### config.mk
export PLATFORM = sky130hd
export DESIGN_NAME = pack6_decoder
export DESIGN_NICKNAME = d
export VERILOG_FILES = /design/src/rtl/pack6_decoder.sv
export SDC_FILE = /design/constraint.sdc
export NUM_CORES = 1
export LEC_CHECK = 0
export ABC_CLOCK_PERIOD_IN_PS = 3400
export BUFFER_PORTS_ARGS = -buffer_cell sky130_fd_sc_hd__buf_2
export CORE_MARGIN = 2
export CORE_UTILIZATION = 30
export DETAILED_ROUTE_END_ITERATION = 8
export PLACE_DENSITY = 0.49
export SETUP_SLACK_MARGIN = 0.05
export SLEW_MARGIN = 5
export SYNTH_ARGS = -nofsm -noshare
export SYNTH_HDL_FRONTEND = slang
export SYNTH_SLANG_ARGS = --single-unit
### constraint.sdc
create_clock -name clk -period 3.4 [get_ports clk]
set_clock_uncertainty 0.15 [all_clocks]
set_input_delay 0.17 -clock clk [delete_from_list [all_inputs] [get_ports clk]]
set_output_delay 0.17 -clock clk [all_outputs]
set_load 0.02 [all_outputs]
### src/rtl/pack6_decoder.sv
// Decoder for 6-bit packed words, with a single-entry valid/ready output register.
// Define PACK6_ERRCNT_EN to add the saturating err_count port and counter.
module pack6_decoder (
    input  logic       clk,
    input  logic       rst_n,
    input  logic       in_valid,
    input  logic [5:0] in_data,
    output logic       in_ready,
    output logic       out_valid,
    input  logic       out_ready,
    output logic       out_hi_pair,
    output logic       out_b1,
    output logic       out_b1_known,
    output logic       out_lsb,
    output logic       out_err,
    output logic [7:0] word_count
`ifdef PACK6_ERRCNT_EN
    ,
    output logic [7:0] err_count
`endif
);

    typedef enum logic {StEmpty, StFull} state_e;

    state_e     r_state;
    state_e     w_state_next;
    logic       w_accept;
    logic       w_hi_pair;
    logic       w_b1;
    logic       w_b1_known;
    logic       w_lsb;
    logic       w_err;
    logic       r_hi_pair;
    logic       r_b1;
    logic       r_b1_known;
    logic       r_lsb;
    logic       r_err;
    logic [7:0] r_word_count;

    assign in_ready = (r_state == StEmpty) || out_ready;
    assign w_accept = in_valid && in_ready;

    // With the AND flag set, bit 1 of the original nibble cannot be recovered.
    always_comb begin
        w_hi_pair  = in_data[5];
        w_lsb      = in_data[3];
        w_b1       = in_data[5] ? 1'b0 : in_data[4];
        w_b1_known = ~in_data[5];
        w_err      = (|in_data[2:0]) || (in_data[5] && !in_data[4]);
    end

    always_comb begin
        w_state_next = r_state;
        unique case (r_state)
            StEmpty: if (w_accept) w_state_next = StFull;
            StFull:  if (!w_accept && out_ready) w_state_next = StEmpty;
            default: w_state_next = StEmpty;
        endcase
    end

    always_ff @(posedge clk or negedge rst_n) begin
        if (!rst_n) begin
            r_state <= StEmpty;
        end else begin
            r_state <= w_state_next;
        end
    end

    always_ff @(posedge clk or negedge rst_n) begin
        if (!rst_n) begin
            r_hi_pair  <= 1'b0;
            r_b1       <= 1'b0;
            r_b1_known <= 1'b0;
            r_lsb      <= 1'b0;
            r_err      <= 1'b0;
        end else if (w_accept) begin
            r_hi_pair  <= w_hi_pair;
            r_b1       <= w_b1;
            r_b1_known <= w_b1_known;
            r_lsb      <= w_lsb;
            r_err      <= w_err;
        end
    end

    always_ff @(posedge clk or negedge rst_n) begin
        if (!rst_n) begin
            r_word_count <= 8'd0;
        end else if (w_accept && (r_word_count != 8'hFF)) begin
            r_word_count <= r_word_count + 8'd1;
        end
    end

`ifdef PACK6_ERRCNT_EN
    logic [7:0] r_err_count;

    always_ff @(posedge clk or negedge rst_n) begin
        if (!rst_n) begin
            r_err_count <= 8'd0;
        end else if (w_accept && w_err && (r_err_count != 8'hFF)) begin
            r_err_count <= r_err_count + 8'd1;
        end
    end

    assign err_count = r_err_count;
`endif

    assign out_valid    = (r_state == StFull);
    assign out_hi_pair  = r_hi_pair;
    assign out_b1       = r_b1;
    assign out_b1_known = r_b1_known;
    assign out_lsb      = r_lsb;
    assign out_err      = r_err;
    assign word_count   = r_word_count;

endmodule

After elaboration in Yosys (flattened, before gate mapping)
Index checks and enable logic that the tools add are counted.
Widths: inputs -> output; s select.
{ "totals": {"wordCells": 24, "register_bits": 14, "out_inout_bits": 15} }
{ "classes": {"n_bitwise": 2, "n_addsub": 1, "n_mux": 4, "n_eq_ne": 1, "reduce_logical": 9} }
{ "ops": {"columns": ["operator", "n"], "rows": [
  ["$add 8x1->8 const B", 1],
  ["$ne 8x8->1 const B", 1],
  ["$logic_and 1x1->1", 4],
  ["$mux 1", 3],
  ["$reduce_or 3->1", 1],
  ["$logic_not 1->1", 2],
  ["$logic_or 1x1->1", 2],
  ["$not 1->1", 2],
  ["$pmux 1 s2", 1]
]} }

Depth between registers and ports, before layout
{ "depth": {"word_depth": 7, "ltp_mapped": 6} }

Least setup slack after synthesis
Ideal clock, no wire load.
{ "synth_timing": {"path_type": "register to register", "start": "register r_word_count[0], in the netlist word_count[0]", "end": "register r_word_count[1], in the netlist word_count[1]", "n_path_buf": 0, "period_less_slack_ns": 1.751, "arrival_time_ns": 1.477, "setup_slack_ns": 1.649, "setup_ns": 0.125, "path_stages_with_launch": 6, "path_cell_list": "dfrtp_1 ha_1 nand2_1 nor2_1 a21o_1 mux2_2"} }
{ "synth_between": {"elab_chain_len": 2, "word_cells_on_any_way": 3} }
{ "synth_lines": {"columns": ["item", "line", "text"], "rows": [
  ["from (decl)", "38", "logic [7:0] r_word_count;"],
  ["from (signal assigned)", "89", "r_word_count <= r_word_count + 8'd1;"],
  ["branches (longest 2 deep; another with $add 8x1->8)", null, null]
]} }
Several ways; the timed one is not identified.
A chain may end at the register's enable or synchronous reset.

Final worst setup path
Ends and elaborated chain as after synthesis.

==> flow_summary_export.csv <==
group,metric,value,unit
run_status,status,"finished, final reports clean",
clock_tree,cts_setup_buffers,0,
pwr,p_sw,0.268,mW
synth,yosysWarnings,0,
timing,finalHoldViolations,0,
floorplan,dieArea,2650,sq um
floorplan,core_area,2170,sq um
clock_tree,cts_buffers,3,
worst_setup_path,slowest_delay,0.41,ns
run,drv_cap,0,
grt,grt_pass1_vias,542,
synth,synth_fp_nets,76,
pwr,seqPwrFrac,0.429,
timing,max_freq,580,MHz
synth,yosysTopAreaCellShare,0.518,
synth,syn_area,677,sq um
pwr,internal_power,0.389,mW
worst_setup_path,worstPathArrival,1.75,ns
cells_and_area,final_nets,108,
timing,fin_crit,1.72,ns
cells_and_area,drive_gt1_frac,0.365,
pwr,p_leak,0.448,nW
floorplan,boundaryPins,25,
placement,numPortBuffers,24,
drt,dr.pass1.iters,4,
cells_and_area,syn2layout_area_growth,32.3,%
grt,grt_pass1_wl,2310,microns
synth,synth_cell_type_count,28,
clock_tree,cts.sinks,14,
floorplan,start_util,0.312,
worst_setup_path,worst-path-buf-inv,0,
cells_and_area,final_util,0.413,
worst_setup_path,critPathLaunchType,"register",
synth,yosys-top-cells-count,"14 x dfrtp_1, 12 x nand2_1, 5 x nor2_1",
grt,antenna_found_initial,0,
timing,slew_headroom,0.794,
synth,synth_cells,65,
grt,track_usage,0.119,
pwr,max-vdd-ir-drop,0.257,mV
synth,synth_edf_count,0,
drt,routedWlPerCell,11.0,microns
drt,drcViolationCount,0,
timing,finalSetupTns,0,ns
worst_setup_path,cp-end-kind,"register",
synth,synth.area.top_cells,"dfrtp_1 52%, nand2_1 6.7%, mux2_2 5.0%",
pwr,powerDensity,733,nW/um^2
timing,drv_slew,0,
worst_setup_path,worstPathCellList,"ha_1 -> nand2_1 -> nor2_1 -> a21o_1 -> mux2_2",
cells_and_area,stdcell_area,896,sq um
worst_hold_path,holdCritPathClass,"input port to register",
worst_setup_path,worst_path_max_delay_cell,"dfrtp_1",
floorplan,die_x,51.5,microns
synth,yosysTopAreaCell,"dfrtp_1",
synth,ys.flop_type,"dfrtp_1",
synth,ys_ff_latch,14,
clock_tree,clk_pin_slew,0.09,ns
timing,finalSetupViolations,0,
pwr,power,0.657,mW
worst_setup_path,critPathKind,"register to register",
clock_tree,cts_resized,0,
synth,async_flop_share,1.00,
placement,place_ws,1.68,ns
worst_setup_path,required,3.43,ns
clock_tree,clock_path_buffers,2,
drt,first_iter_violations,4,
floorplan,rows,17,
drt,via_per_inst,4.61,
grt,grt_max_degree,15,
placement,placed_area,810,sq um
clock_tree,cts_tree,"built",
synth,yosysSeqAreaShare,0.518,
clock_tree,clock_latency,0.28,ns
cells_and_area,fillers,238,
timing,worst_pin_slew,0.302,ns
timing,worst_slack,1.68,ns
drt,drt.antenna.violating_nets,0,
drt,wirelength,1360,microns
worst_setup_path,worstPathMaxFanout,4,
clock_tree,root_buffer,"clkbuf_4",
synth,yosysMostFrequentCell,"dfrtp_1",
grt,gr-total-overflow,0,
timing,rsz0062_at_grt,"false",
worst_setup_path,crit_family,"flip-flops",
timing,post-route-period-util,0.507,
pwr,p_sw_frac,0.408,
clock_tree,h-tree-depth,1,
pwr,pwr-share-clk,0.186,
floorplan,die_h,51.5,microns
pwr,comb_power_share,0.386,
synth,syn_avg_cell_area,10.4,sq um
drt,num_vias,572,
cells_and_area,diodes,0,
placement,dp_hpwl,1010,microns
placement,place_congestion,0.705,
per-stage QoR:
step	hold slack, ns	std cells
detailed placement	-0.0632	115
floorplan	-0.276	65
global placement	-0.0598	115
global route	0.0610	124
finish	0.0272	124
CTS	0.0204	124
worst reg2reg max path: stages (launching register included):
cell,delay [ns]
dfrtp_1,0.41
ha_1,0.24
nand2_1,0.11
nor2_1,0.20
a21o_1,0.18
mux2_2,0.33
layer usage:
metal | GRT usage | up-vias | routed length, microns
li1 | - | 293 | -
met2 | 0.179 | 12 | 614
met1 | 0.152 | 263 | 666
met5 | 0 | - | 0
met4 | 0.0789 | 0 | 22
met3 | 0.0259 | 4 | 55
layout by cell type (no fill, tap or decap), drive strengths merged, types with 2 or more instances in the layout:
cell / instances
buf: 24
clkbuf: 4
nand2: 13
a21oi: 4
nor2: 5
mux2: 4
o21ai: 2
dlygate4sd3: 5
inv: 2
nand4: 3
and2: 2
dfrtp: 14
path summary, 6_finish.rpt:
path,from,depth (start not counted),end,slack [ns]
hold reg to reg,out_lsb,2,out_lsb,0.34
setup / recovery,word_count[0],5,word_count[1],1.68
max in group asynchronous,rst_n,2,word_count[3],2.70
hold / removal,in_data[2],3,out_err,0.03
setup reg to reg,word_count[0],5,word_count[1],1.68
min in group asynchronous,rst_n,2,word_count[6],0.15
state kept, by name (all words and copies together), names as in the netlist:
name / cells
word_count: 8
out_hi_pair: 1
out_lsb: 1
out_b1_known: 1
out_valid: 1
out_b1: 1
out_err: 1
kinds of logic after synthesis:
kind of cell,count (synthesis),synth area share
and+or+nand+nor,29,0.216
DFF,14,0.518
AOI/OAI and AO/OA,12,0.118
buffers and inverters,4,0.0444
muxes,4,0.0721
xor gates and xnor gates,1,0.0129
adders and majority gates,1,0.0185
layout make-up:
cell class                      instances  area [sq um]  share of cell area
Sequential cell                        14           350               0.391
Multi-Input combinational cell         47           297               0.331
Timing Repair Buffer                   29           170               0.190
Clock buffer                            4          36.3              0.0405
Tap cell                               28          35.0              0.0391
Inverter                                2          7.51             0.00838
repair_timing:
action | in CTS | in global routing
hold buffers | 5 | 0
endpoints found under the hold margin | 18 | 0
endpoints found under the setup margin | 0 | 0
power by group through the flow:
stage | sequential, mW | combinational (mW) | clock, mW
finish | 0.282 | 0.253 | 0.122
global route | 0.293 | 0.278 | 0.134
CTS | 0.283 | 0.257 | 0.127
detailed placement | 0.286 | 0.250 | 0
global placement | 0.283 | 0.252 | 0
floorplan | 0.338 | 0.113 | 0
(Power assumes the default switching activity.)
